## src/rtl/masked_xor_scheduler_pkg.sv

```systemverilog
// masked_sched_pkg: shared state encoding and LFSR constants for the masked XOR scheduler
package masked_sched_pkg;

    typedef enum logic [1:0] {
        IDLE,
        EVAL,
        RESP,
        GAP
    } state_t;

    localparam logic [31:0] LFSR_MASK       = 32'h8020_0003;
    localparam logic [31:0] LFSR_ZERO_GUARD = 32'h0000_0001;

    // One right-shifting Galois step: the feedback mask is applied when the outgoing bit is set.
    function automatic logic [31:0] lfsr_next(input logic [31:0] s);
        return (s >> 1) ^ (s[0] ? LFSR_MASK : 32'h0);
    endfunction

endpackage

```

## src/rtl/masked_lfsr.sv

```systemverilog
// masked_lfsr: 32-bit Galois LFSR that supplies per-operation randomness, with a seed load that never enters the all-zero lockup state
module masked_lfsr
    import masked_sched_pkg::*;
#(
    parameter logic [31:0] SEED_INIT = 32'hACE1_0001
) (
    input  logic        clk,
    input  logic        rst_n,
    input  logic        step,
    input  logic        load,
    input  logic [31:0] seed,
    output logic [31:0] state
);

    logic [31:0] state_q, state_d;

    // Load wins over stepping; a zero seed is replaced so the register can never lock up.
    always_comb begin
        state_d = state_q;
        if (load) begin
            state_d = (seed == 32'h0) ? LFSR_ZERO_GUARD : seed;
        end else if (step) begin
            state_d = lfsr_next(state_q);
        end
    end

    // State register, returning to the seed constant on reset.
    always_ff @(posedge clk or negedge rst_n) begin
        if (!rst_n) begin
            state_q <= SEED_INIT;
        end else begin
            state_q <= state_d;
        end
    end

    assign state = state_q;

endmodule

```

## src/rtl/xor_gate_masked.sv

```systemverilog
// xor_gate_masked: one-bit two-share XOR that re-masks both output shares with the same fresh bits
module xor_gate_masked (
    input  logic A0,
    input  logic A1,
    input  logic B0,
    input  logic B1,
    input  logic r0,
    input  logic r1,
    input  logic r2,
    output logic Y0,
    output logic Y1
);

    // Each share only ever combines with its own operand shares and randomness, so the secret is never formed here.
    assign Y0 = ((A0 ^ r0) ^ (B0 ^ r1)) ^ r2;
    assign Y1 = ((A1 ^ r0) ^ (B1 ^ r1)) ^ r2;

endmodule

```

## src/rtl/masked_xor_scheduler.sv

```systemverilog
// masked_xor_scheduler: round-robin sharing of one W-bit masked XOR datapath with fresh randomness and an idle gap between operations
module masked_xor_scheduler
    import masked_sched_pkg::*;
#(
    parameter int          W         = 4,
    parameter int          NUM_REQ   = 2,
    parameter int          ID_W      = 2,
    parameter logic [31:0] SEED_INIT = 32'hACE1_0001
) (
    input  logic                 clk,
    input  logic                 rst_n,
    input  logic [NUM_REQ-1:0]   req_valid,
    output logic [NUM_REQ-1:0]   req_ready,
    input  logic [NUM_REQ*W-1:0] req_a0,
    input  logic [NUM_REQ*W-1:0] req_a1,
    input  logic [NUM_REQ*W-1:0] req_b0,
    input  logic [NUM_REQ*W-1:0] req_b1,
    output logic                 rsp_valid,
    input  logic                 rsp_ready,
    output logic [ID_W-1:0]      rsp_id,
    output logic [W-1:0]         rsp_y0,
    output logic [W-1:0]         rsp_y1,
    input  logic [3:0]           gap_cycles,
    input  logic                 seed_load,
    input  logic [31:0]          seed,
    output logic                 busy
);

    logic [1:0]      rst_sync_q, rst_sync_d;
    logic            rst_int_n;
    state_t          state_q, state_d;
    logic [ID_W-1:0] rr_ptr_q, rr_ptr_d;
    logic [ID_W-1:0] id_q, id_d;
    logic [ID_W-1:0] rsp_id_q, rsp_id_d;
    logic [3:0]      gap_q, gap_d;
    logic [W-1:0]    a0_q, a0_d, a1_q, a1_d, b0_q, b0_d, b1_q, b1_d;
    logic [W-1:0]    y0_q, y0_d, y1_q, y1_d;
    logic [W-1:0]    y0, y1;
    logic [W-1:0]    sel_a0, sel_a1, sel_b0, sel_b1;
    logic [ID_W-1:0] grant, hi_idx, lo_idx;
    logic            hi_any, lo_any;
    logic [31:0]     lfsr_state;
    logic [3*W-1:0]  rnd;
    logic            unused_lfsr;

    assign rst_sync_d = {rst_sync_q[0], 1'b1};
    assign rst_int_n  = rst_sync_q[1];

    // Reset synchronizer: assertion reaches every flop at once, release is aligned to the clock.
    always_ff @(posedge clk or negedge rst_n) begin
        if (!rst_n) begin
            rst_sync_q <= 2'b00;
        end else begin
            rst_sync_q <= rst_sync_d;
        end
    end

    masked_lfsr #(
        .SEED_INIT(SEED_INIT)
    ) u_lfsr (
        .clk  (clk),
        .rst_n(rst_int_n),
        .step (1'b1),
        .load (seed_load),
        .seed (seed),
        .state(lfsr_state)
    );

    assign rnd         = lfsr_state[3*W-1:0];
    assign unused_lfsr = ^lfsr_state[31:3*W];

    for (genvar k = 0; k < W; k++) begin : g_bit
        xor_gate_masked u_gate (
            .A0(a0_q[k]),
            .A1(a1_q[k]),
            .B0(b0_q[k]),
            .B1(b1_q[k]),
            .r0(rnd[3*k]),
            .r1(rnd[3*k+1]),
            .r2(rnd[3*k+2]),
            .Y0(y0[k]),
            .Y1(y1[k])
        );
    end

    // Round-robin pick: lowest valid index at or above rr_ptr, else lowest valid index overall; then route its operands.
    always_comb begin
        hi_any = 1'b0;
        lo_any = 1'b0;
        hi_idx = '0;
        lo_idx = '0;
        for (int j = NUM_REQ - 1; j >= 0; j--) begin
            if (req_valid[j]) begin
                lo_any = 1'b1;
                lo_idx = ID_W'(j);
                if (ID_W'(j) >= rr_ptr_q) begin
                    hi_any = 1'b1;
                    hi_idx = ID_W'(j);
                end
            end
        end
        grant     = hi_any ? hi_idx : lo_idx;
        sel_a0    = '0;
        sel_a1    = '0;
        sel_b0    = '0;
        sel_b1    = '0;
        req_ready = '0;
        for (int i = 0; i < NUM_REQ; i++) begin
            if (ID_W'(i) == grant) begin
                sel_a0       = req_a0[i*W +: W];
                sel_a1       = req_a1[i*W +: W];
                sel_b0       = req_b0[i*W +: W];
                sel_b1       = req_b1[i*W +: W];
                req_ready[i] = (state_q == IDLE) && lo_any;
            end
        end
    end

    // Operation sequencing: accept in IDLE, evaluate for one cycle, hold the response, then sit out the gap.
    always_comb begin
        state_d  = state_q;
        rr_ptr_d = rr_ptr_q;
        id_d     = id_q;
        rsp_id_d = rsp_id_q;
        gap_d    = gap_q;
        a0_d     = a0_q;
        a1_d     = a1_q;
        b0_d     = b0_q;
        b1_d     = b1_q;
        y0_d     = y0_q;
        y1_d     = y1_q;
        case (state_q)
            IDLE: begin
                if (lo_any) begin
                    a0_d     = sel_a0;
                    a1_d     = sel_a1;
                    b0_d     = sel_b0;
                    b1_d     = sel_b1;
                    id_d     = grant;
                    gap_d    = gap_cycles;
                    rr_ptr_d = (grant == ID_W'(NUM_REQ - 1)) ? '0 : grant + 1'b1;
                    state_d  = EVAL;
                end
            end
            EVAL: begin
                y0_d     = y0;
                y1_d     = y1;
                rsp_id_d = id_q;
                state_d  = RESP;
            end
            RESP: begin
                if (rsp_ready) begin
                    state_d = (gap_q != 4'd0) ? GAP : IDLE;
                end
            end
            GAP: begin
                gap_d   = gap_q - 4'd1;
                state_d = (gap_q == 4'd1) ? IDLE : GAP;
            end
            default: state_d = IDLE;
        endcase
    end

    // Scheduler registers; a reset drops any in-flight operation and its response.
    always_ff @(posedge clk or negedge rst_int_n) begin
        if (!rst_int_n) begin
            state_q  <= IDLE;
            rr_ptr_q <= '0;
            id_q     <= '0;
            rsp_id_q <= '0;
            gap_q    <= '0;
            a0_q     <= '0;
            a1_q     <= '0;
            b0_q     <= '0;
            b1_q     <= '0;
            y0_q     <= '0;
            y1_q     <= '0;
        end else begin
            state_q  <= state_d;
            rr_ptr_q <= rr_ptr_d;
            id_q     <= id_d;
            rsp_id_q <= rsp_id_d;
            gap_q    <= gap_d;
            a0_q     <= a0_d;
            a1_q     <= a1_d;
            b0_q     <= b0_d;
            b1_q     <= b1_d;
            y0_q     <= y0_d;
            y1_q     <= y1_d;
        end
    end

    assign rsp_valid = (state_q == RESP);
    assign busy      = (state_q != IDLE);
    assign rsp_id    = rsp_id_q;
    assign rsp_y0    = y0_q;
    assign rsp_y1    = y1_q;

endmodule

```

## config.mk

```make
export PLATFORM = sky130hd
export DESIGN_NAME = masked_xor_scheduler
export DESIGN_NICKNAME = d
export VERILOG_FILES = /design/src/rtl/masked_xor_scheduler_pkg.sv /design/src/rtl/masked_lfsr.sv /design/src/rtl/xor_gate_masked.sv /design/src/rtl/masked_xor_scheduler.sv
export SDC_FILE = /design/constraint.sdc
export NUM_CORES = 1
export LEC_CHECK = 0
export ABC_AREA = 1
export CORE_UTILIZATION = 45
export CTS_BUF_LIST = sky130_fd_sc_hd__clkbuf_4 sky130_fd_sc_hd__clkbuf_8
export DETAILED_ROUTE_END_ITERATION = 8
export GPL_ROUTABILITY_DRIVEN = 0
export HOLD_SLACK_MARGIN = 0.1
export PLACE_DENSITY_LB_ADDON = 0.25
export SLEW_MARGIN = 0
export SYNTH_ARGS = -nofsm -noshare
export SYNTH_HDL_FRONTEND = slang
export SYNTH_SLANG_ARGS = --single-unit
```

## constraint.sdc

```tcl
create_clock -name clk -period 2.2 [get_ports clk]
set_clock_uncertainty 0.2 [all_clocks]
set_input_delay 0.33 -clock clk [delete_from_list [all_inputs] [get_ports clk]]
set_output_delay 0.33 -clock clk [all_outputs]
set_load 0.05 [all_outputs]
```

==> impl_metrics.tcl, run 1 <==
set metrics [dict create \
    worst_slew_pin_slew_ns 0.537 \
    yosysWarnings 0 \
    hold_viol 0 \
    critPathTopFamily "buffers and inverters" \
    cts_made_buffers 9 \
    drv_cap 0 \
    end_kind "output pin" \
    grt_max_degree 66 \
    ys_seq_area_share_pct 48.4 \
    port_buffers 86 \
    power_leakage_nw 2.23 \
    vias 2954 \
    post_cts_buffers 0 \
    core_area_um2 7370 \
    cp_cell_sequence "clkdlybuf4s50_1" \
    peakVddDrop_mv 0.640 \
    synthCells 427 \
    netlist_area_um2 3490 \
    dieHeight_um 90.0 \
    rrSetupSlack_ns 0.53 \
    clk_latency_ns 0.34 \
    synth_cell_types 34 \
    reg2reg_from "state_q[1]" \
    diodes 0 \
    synth_edf_count 0 \
    rsz0062_at_grt "false" \
    place_area_um2 4440 \
    cts_tree "yes" \
    status "completed" \
    maxSlewViolCount 0 \
    dp_hpwl_um 5610 \
    grt_overflow 0 \
    syn_to_final_growth_pct 34.0 \
    antenna_found_initial 0 \
    holdCritPathClass "register to async pin" \
    worstPathArrival_ns 1.53 \
    synth_nets 504 \
    path_depth 1 \
    slowest_delay_ns 0.82 \
    power_density_nw_per_um2 1130 \
    wl_um 7630 \
    r2r_end "gap_q[3]" \
    numClockSinks 67 \
    fill_cells 657 \
    setup_violations 0 \
    crit_buf_inv 1 \
    drc_errors 0 \
    fin_nets 596 \
    die-area_um2 8110 \
    fin_crit_ns 2.06 \
    grt_usage_pct 19.9 \
    clock_path_buffers 2 \
    grt_pass1_vias 2952 \
    via_per_inst 4.74 \
    cts.clk_slew.worst_paths_ns 0.07 \
    synth_flop_cell "dfrtp_1" \
    cp-start-kind "register" \
    ff2ff_path_depth 7 \
    syn_area_per_cell_um2 8.17 \
    slowest_stage "clkdlybuf4s50_1" \
    cts_root_buffer "clkbuf_8" \
    ys_async_sr_fraction_pct 100 \
    p_total_mw 5.29 \
    die_w_um 90.0 \
    crit_type "register to output pin" \
    required_ns 1.67 \
    slew_headroom_pct 64.1 \
    drt-initial-drc-count 189 \
    cp_max_fo 2 \
    grt_pass1_wl_um 12900 \
    ys_ff_latch 67 \
    first_pass_iters 4 \
    postLayoutCellArea_um2 4670 \
    initial_core_util_pct 47.3 \
    io_pins 88 \
    tns_ns 0 \
    routedWlPerCell_um 12.3 \
    hold_slack_ns 0.0716 \
    critical_path.startpoint "rsp_id[0]" \
    fin_crit_sh_pct 93.4 \
    endpoint "rsp_id[0]" \
    cts.htree.levels 3 \
    rows 31 \
    drive_gt1_share_pct 15.8 \
    drtAntennaViolNets 0 \
    fmax_mhz 486 \
]
-- synthesized netlist by cell type (2+ instances only) --
library cell | count | share of area [%]
nand2_2 | 2 | 0.36
buf_2 | 5 | 0.72
o21ai_0 | 10 | 1.4
nand3_1 | 30 | 4.3
dfstp_2 | 9 | 6.8
xor2_1 | 5 | 1.3
ha_1 | 3 | 1.1
a21oi_1 | 6 | 0.86
nor2_1 | 40 | 4.3
inv_2 | 3 | 0.32
clkbuf_1 | 2 | 0.22
xnor2_1 | 3 | 0.75
conb_1 | 2 | 0.22
buf_6 | 3 | 0.97
buf_12 | 2 | 1.1
nand3b_1 | 2 | 0.43
o22ai_2 | 12 | 4.3
o21ai_2 | 13 | 3.3
nor2_2 | 6 | 1.1
inv_1 | 29 | 3.1
a21oi_2 | 4 | 1.0
dfrtp_1 | 58 | 42
nand2_1 | 167 | 18
-- registers in the layout (all words and copies together) (netlist names) --
name and flops:
state_q 2, a0_q 4, u_lfsr.state 32, b1_q 4
id_q 1, rsp_y1 4, rr_ptr_q 1, b0_q 4
a1_q 4, gap_q 4, rsp_id 1, rst_sync_q 2
rsp_y0 4
-- final cells by class --
cell class	instances	area, um^2	share of cell area [%]
clock buffer	9	124	2.65
clock inverter	7	100	2.14
timing repair buffer	94	951	20.3
tap	99	124	2.65
sequential	67	1690	36.1
inverter	35	139	2.97
multi-input combinational	312	1550	33.1
-- kinds of logic (layout without fill, tap and decap cells) --
family | after synthesis | in the layout | synth area share, %
buf+inv | 48 | 145 | 7.25
compound gates | 48 | 48 | 11.8
flops | 67 | 67 | 48.4
other cells | 2 | 2 | 0.215
xor+xnor | 8 | 8 | 2.01
fa+ha+maj | 3 | 3 | 1.08
simple gates | 251 | 251 | 29.3
-- timing repair --
item	4_1_cts	5_1_grt
resized for setup	0	0
endpoints found under the setup margin	0	0
endpoints found under the hold margin	2	0
hold buffers	1	0
-- per-layer routing --
metal  track usage [%]  routed length [um]  part of all wire (%)  up-vias
met5                 0                   0                     0        -
met4              7.12                 103                   1.3        0
met2              35.2                3780                    50       55
met3              3.72                 254                   3.3        9
li1                  -                   -                     -     1521
met1              24.2                3490                    46     1369
-- through the flow --
stage | util, % | std cells | setup WS, ns
global route | 63.4 | 623 | 0.0608
finish | 63.4 | 623 | 0.144
floorplan | - | 427 | 0.0119
CTS | 63.4 | 623 | 0.127
detailed placement | 60.3 | 606 | 0.200
global placement | 60.3 | 606 | 0.257
-- where the power goes --
group / total, mW / switching, mW / internal, mW
clock: 1.14 / 0.496 / 0.648
combinational: 2.33 / 1.40 / 0.930
sequential: 1.82 / 0.208 / 1.61
-- layout by cell type (no fill, tap or decap) --
cell,n
nand2_1,167
clkdlybuf4s50_1,82
dfrtp_1,57
nor2_1,40
nand3_1,30
inv_1,29
o21ai_2,13
o22ai_2,12
o21ai_0,10
clkbuf_8,9
dfstp_2,9
buf_4,8
a21oi_1,6
nor2_2,6
xor2_1,5
a21oi_2,4
xnor2_1,3
inv_6,3
inv_2,3
ha_1,3
buf_12,3
nand3b_1,2
nand2_2,2
conb_1,2
bufinv_16,2
clkinv_4,2
clkinv_1,1
or2_1,1
or2_2,1
nand2_4,1
inv_4,1
o21bai_2,1
o221ai_2,1
nand4_1,1
o21ai_1,1
clkinv_2,1
dlygate4sd3_1,1
dfrtp_2,1
-- how the worst min path moves through the flow --
stage / cells after the start / start / to / slack [ns]
after floorplan: 0 / rst_n / rst_sync_q[0] / -0.17
after global placement: 1 / rst_sync_q[1] / u_lfsr.state[28] / 0.09
after detailed placement: 1 / rst_sync_q[1] / a1_q[0] / 0.09
after CTS: 1 / rst_sync_q[1] / a1_q[0] / 0.10
after global routing: 1 / rst_sync_q[1] / rsp_y0[0] / 0.12
final: 1 / rst_sync_q[1] / a1_q[0] / 0.07
(Power assumes the default switching activity.)
==> inputs of run 2 (changes only) <==
Settings changed: CORE_UTILIZATION 45 to 40, SYNTH_HIERARCHICAL set to 1.
==> impl_metrics.tcl, run 2 <==
set metrics [dict create \
    dp_hpwl_um 6550 \
    worst_slew_pin_slew_ns 0.527 \
    first_pass_iters 4 \
    wl_um 8860 \
    largest_reg_flops 32 \
    cts_root_buffer "clkbuf_8" \
    cts_tree "yes" \
    grt_pass1_vias 3589 \
    slowest_delay_ns 0.81 \
    drc_errors 0 \
    crit_type "register to output pin" \
    syn_area_per_cell_um2 6.83 \
    crit_buf_inv 1 \
    yosys.area.top_type "dfrtp_1" \
    synth_area_leaders "dfrtp_1, nand2_1, nor2_1" \
    power_density_nw_per_um2 1060 \
    worstPathArrival_ns 1.52 \
    fin_crit_sh_pct 93.2 \
    grt_max_degree 66 \
    numClockSinks 67 \
    port_buffers 86 \
    path_depth 1 \
    power_leakage_nw 2.61 \
    drtAntennaViolNets 0 \
    maxSlewViolCount 0 \
    cts.htree.levels 3 \
    hold_viol 0 \
    syn_to_final_growth_pct 31.5 \
    holdCritPathClass "register to async pin" \
    mostFrequentLayoutCell "nand2_1" \
    clk_latency_ns 0.34 \
    clock_path_buffers 2 \
    end_kind "output pin" \
    initial_core_util_pct 41.8 \
    fin_crit_ns 2.05 \
    grt_overflow 0 \
    antenna_found_initial 0 \
    synth_edf_count 0 \
    yosysMostFrequentCell "nand2_1" \
    core_area_um2 9370 \
    grt_usage_pct 19.4 \
    cp_max_fo 2 \
    dieHeight_um 101 \
    synth_cell_types 27 \
    post_cts_buffers 0 \
    via_per_inst 4.62 \
    ys_ff_latch 67 \
    diodes 0 \
    cp_cell_sequence "clkdlybuf4s50_1" \
    slowest_stage "clkdlybuf4s50_1" \
    die-area_um2 10200 \
    synth_top_cell_area_share_pct 37.1 \
    drive_gt1_share_pct 9.16 \
    place_area_um2 4890 \
    grt_pass1_wl_um 15600 \
    vias 3673 \
    cts_made_buffers 9 \
    routedWlPerCell_um 11.1 \
    peakVddDrop_mv 0.612 \
    fin_nets 738 \
    cts_hold_buf 1 \
    synth_flop_cell "dfrtp_1" \
    yosysWarnings 6 \
    post_cts_resized 0 \
    cts.clk_slew.worst_paths_ns 0.07 \
    fill_cells 920 \
    status "completed" \
    rsz0062_at_grt "false" \
    final_cell_mix "nand2_1, clkdlybuf4s50_1, nor2_1" \
    die_w_um 101 \
    rows 35 \
    ys_async_sr_fraction_pct 100 \
    synthCells 573 \
    setup_violations 0 \
    critPathTopFamily "buffers and inverters" \
    synth_common_cells "nand2_1, nor2_1, inv_1" \
    postLayoutCellArea_um2 5150 \
    netlist_area_um2 3920 \
    drt-initial-drc-count 149 \
    ys_seq_area_share_pct 43.1 \
    required_ns 1.67 \
    cp-start-kind "register" \
    slew_headroom_pct 64.8 \
    tns_ns 0 \
    io_pins 88 \
    fmax_mhz 488 \
    drv_cap 0 \
    ff2ff_path_depth 5 \
]
[run 2: logic make-up after synthesis]
family	count (synthesis)	synth area share (%)
buf+inv	88	9.97
xor+xnor	5	1.12
compound gates	89	12.4
flops	67	43.1
fa+ha+maj	3	0.959
other cells	2	0.192
simple gates	319	32.2
[run 2: power breakdown]
part	leakage [nW]	switching [mW]	internal, mW	total [mW]
logic	1.69	1.40	0.865	2.26
registers	0.795	0.293	1.62	1.91
clock network	0.128	0.486	0.805	1.29
[run 2: cell type report]
type / count / area (um^2) / share of cell area (%)
inverters: 69 / 259 / 5.03
flip-flops and latches: 67 / 1690 / 32.8
multi-input cells: 422 / 1850 / 36.0
clock inverters: 5 / 108 / 2.09
well taps: 129 / 161 / 3.13
repair buffers: 92 / 936 / 18.2
clock buffers: 11 / 145 / 2.82
[run 2: path summary, 6_finish.rpt]
check	startpoint	to	slack, ns
min	rst_sync_q[1]	u_lfsr/state[17]	0.07
max in group asynchronous	rst_n	rst_sync_q[1]	1.19
min reg2reg	rst_sync_q[1]	u_lfsr/state[17]	0.07
max	rsp_y1[2]	rsp_y1[2]	0.15
min in group clk	rst_sync_q[0]	rst_sync_q[1]	0.16
max reg2reg	state_q[0]	rsp_y1[2]	0.74
[run 2: layer usage]
layer  part of all wire (%)  vias up  global-route usage (%)
li1                       -     1922                       -
met1                     43     1658                    23.0
met2                     51       83                    35.1
met3                    4.4       10                    4.99
met4                    1.3        0                    4.91
met5                      0        -                       0
[run 2: metrics by stage]
step	hold slack (ns)	setup slack [ns]	cells	power, mW	utilization (%)
global route	0.136	0.0941	795	5.92	55.0
CTS	0.100	0.122	795	5.50	55.0
global placement	0.0922	0.381	778	4.13	52.2
floorplan	-0.166	0.0119	577	3.55	-
finish	0.0735	0.150	795	5.46	55.0
detailed placement	0.0960	0.333	778	4.19	52.2
==> inputs of run 3 (changes only) <==
Settings changed: SLEW_MARGIN 0 to 20.
==> results of run 3 <==
The final DEF is identical to that of run 2; final timing and power are the same.
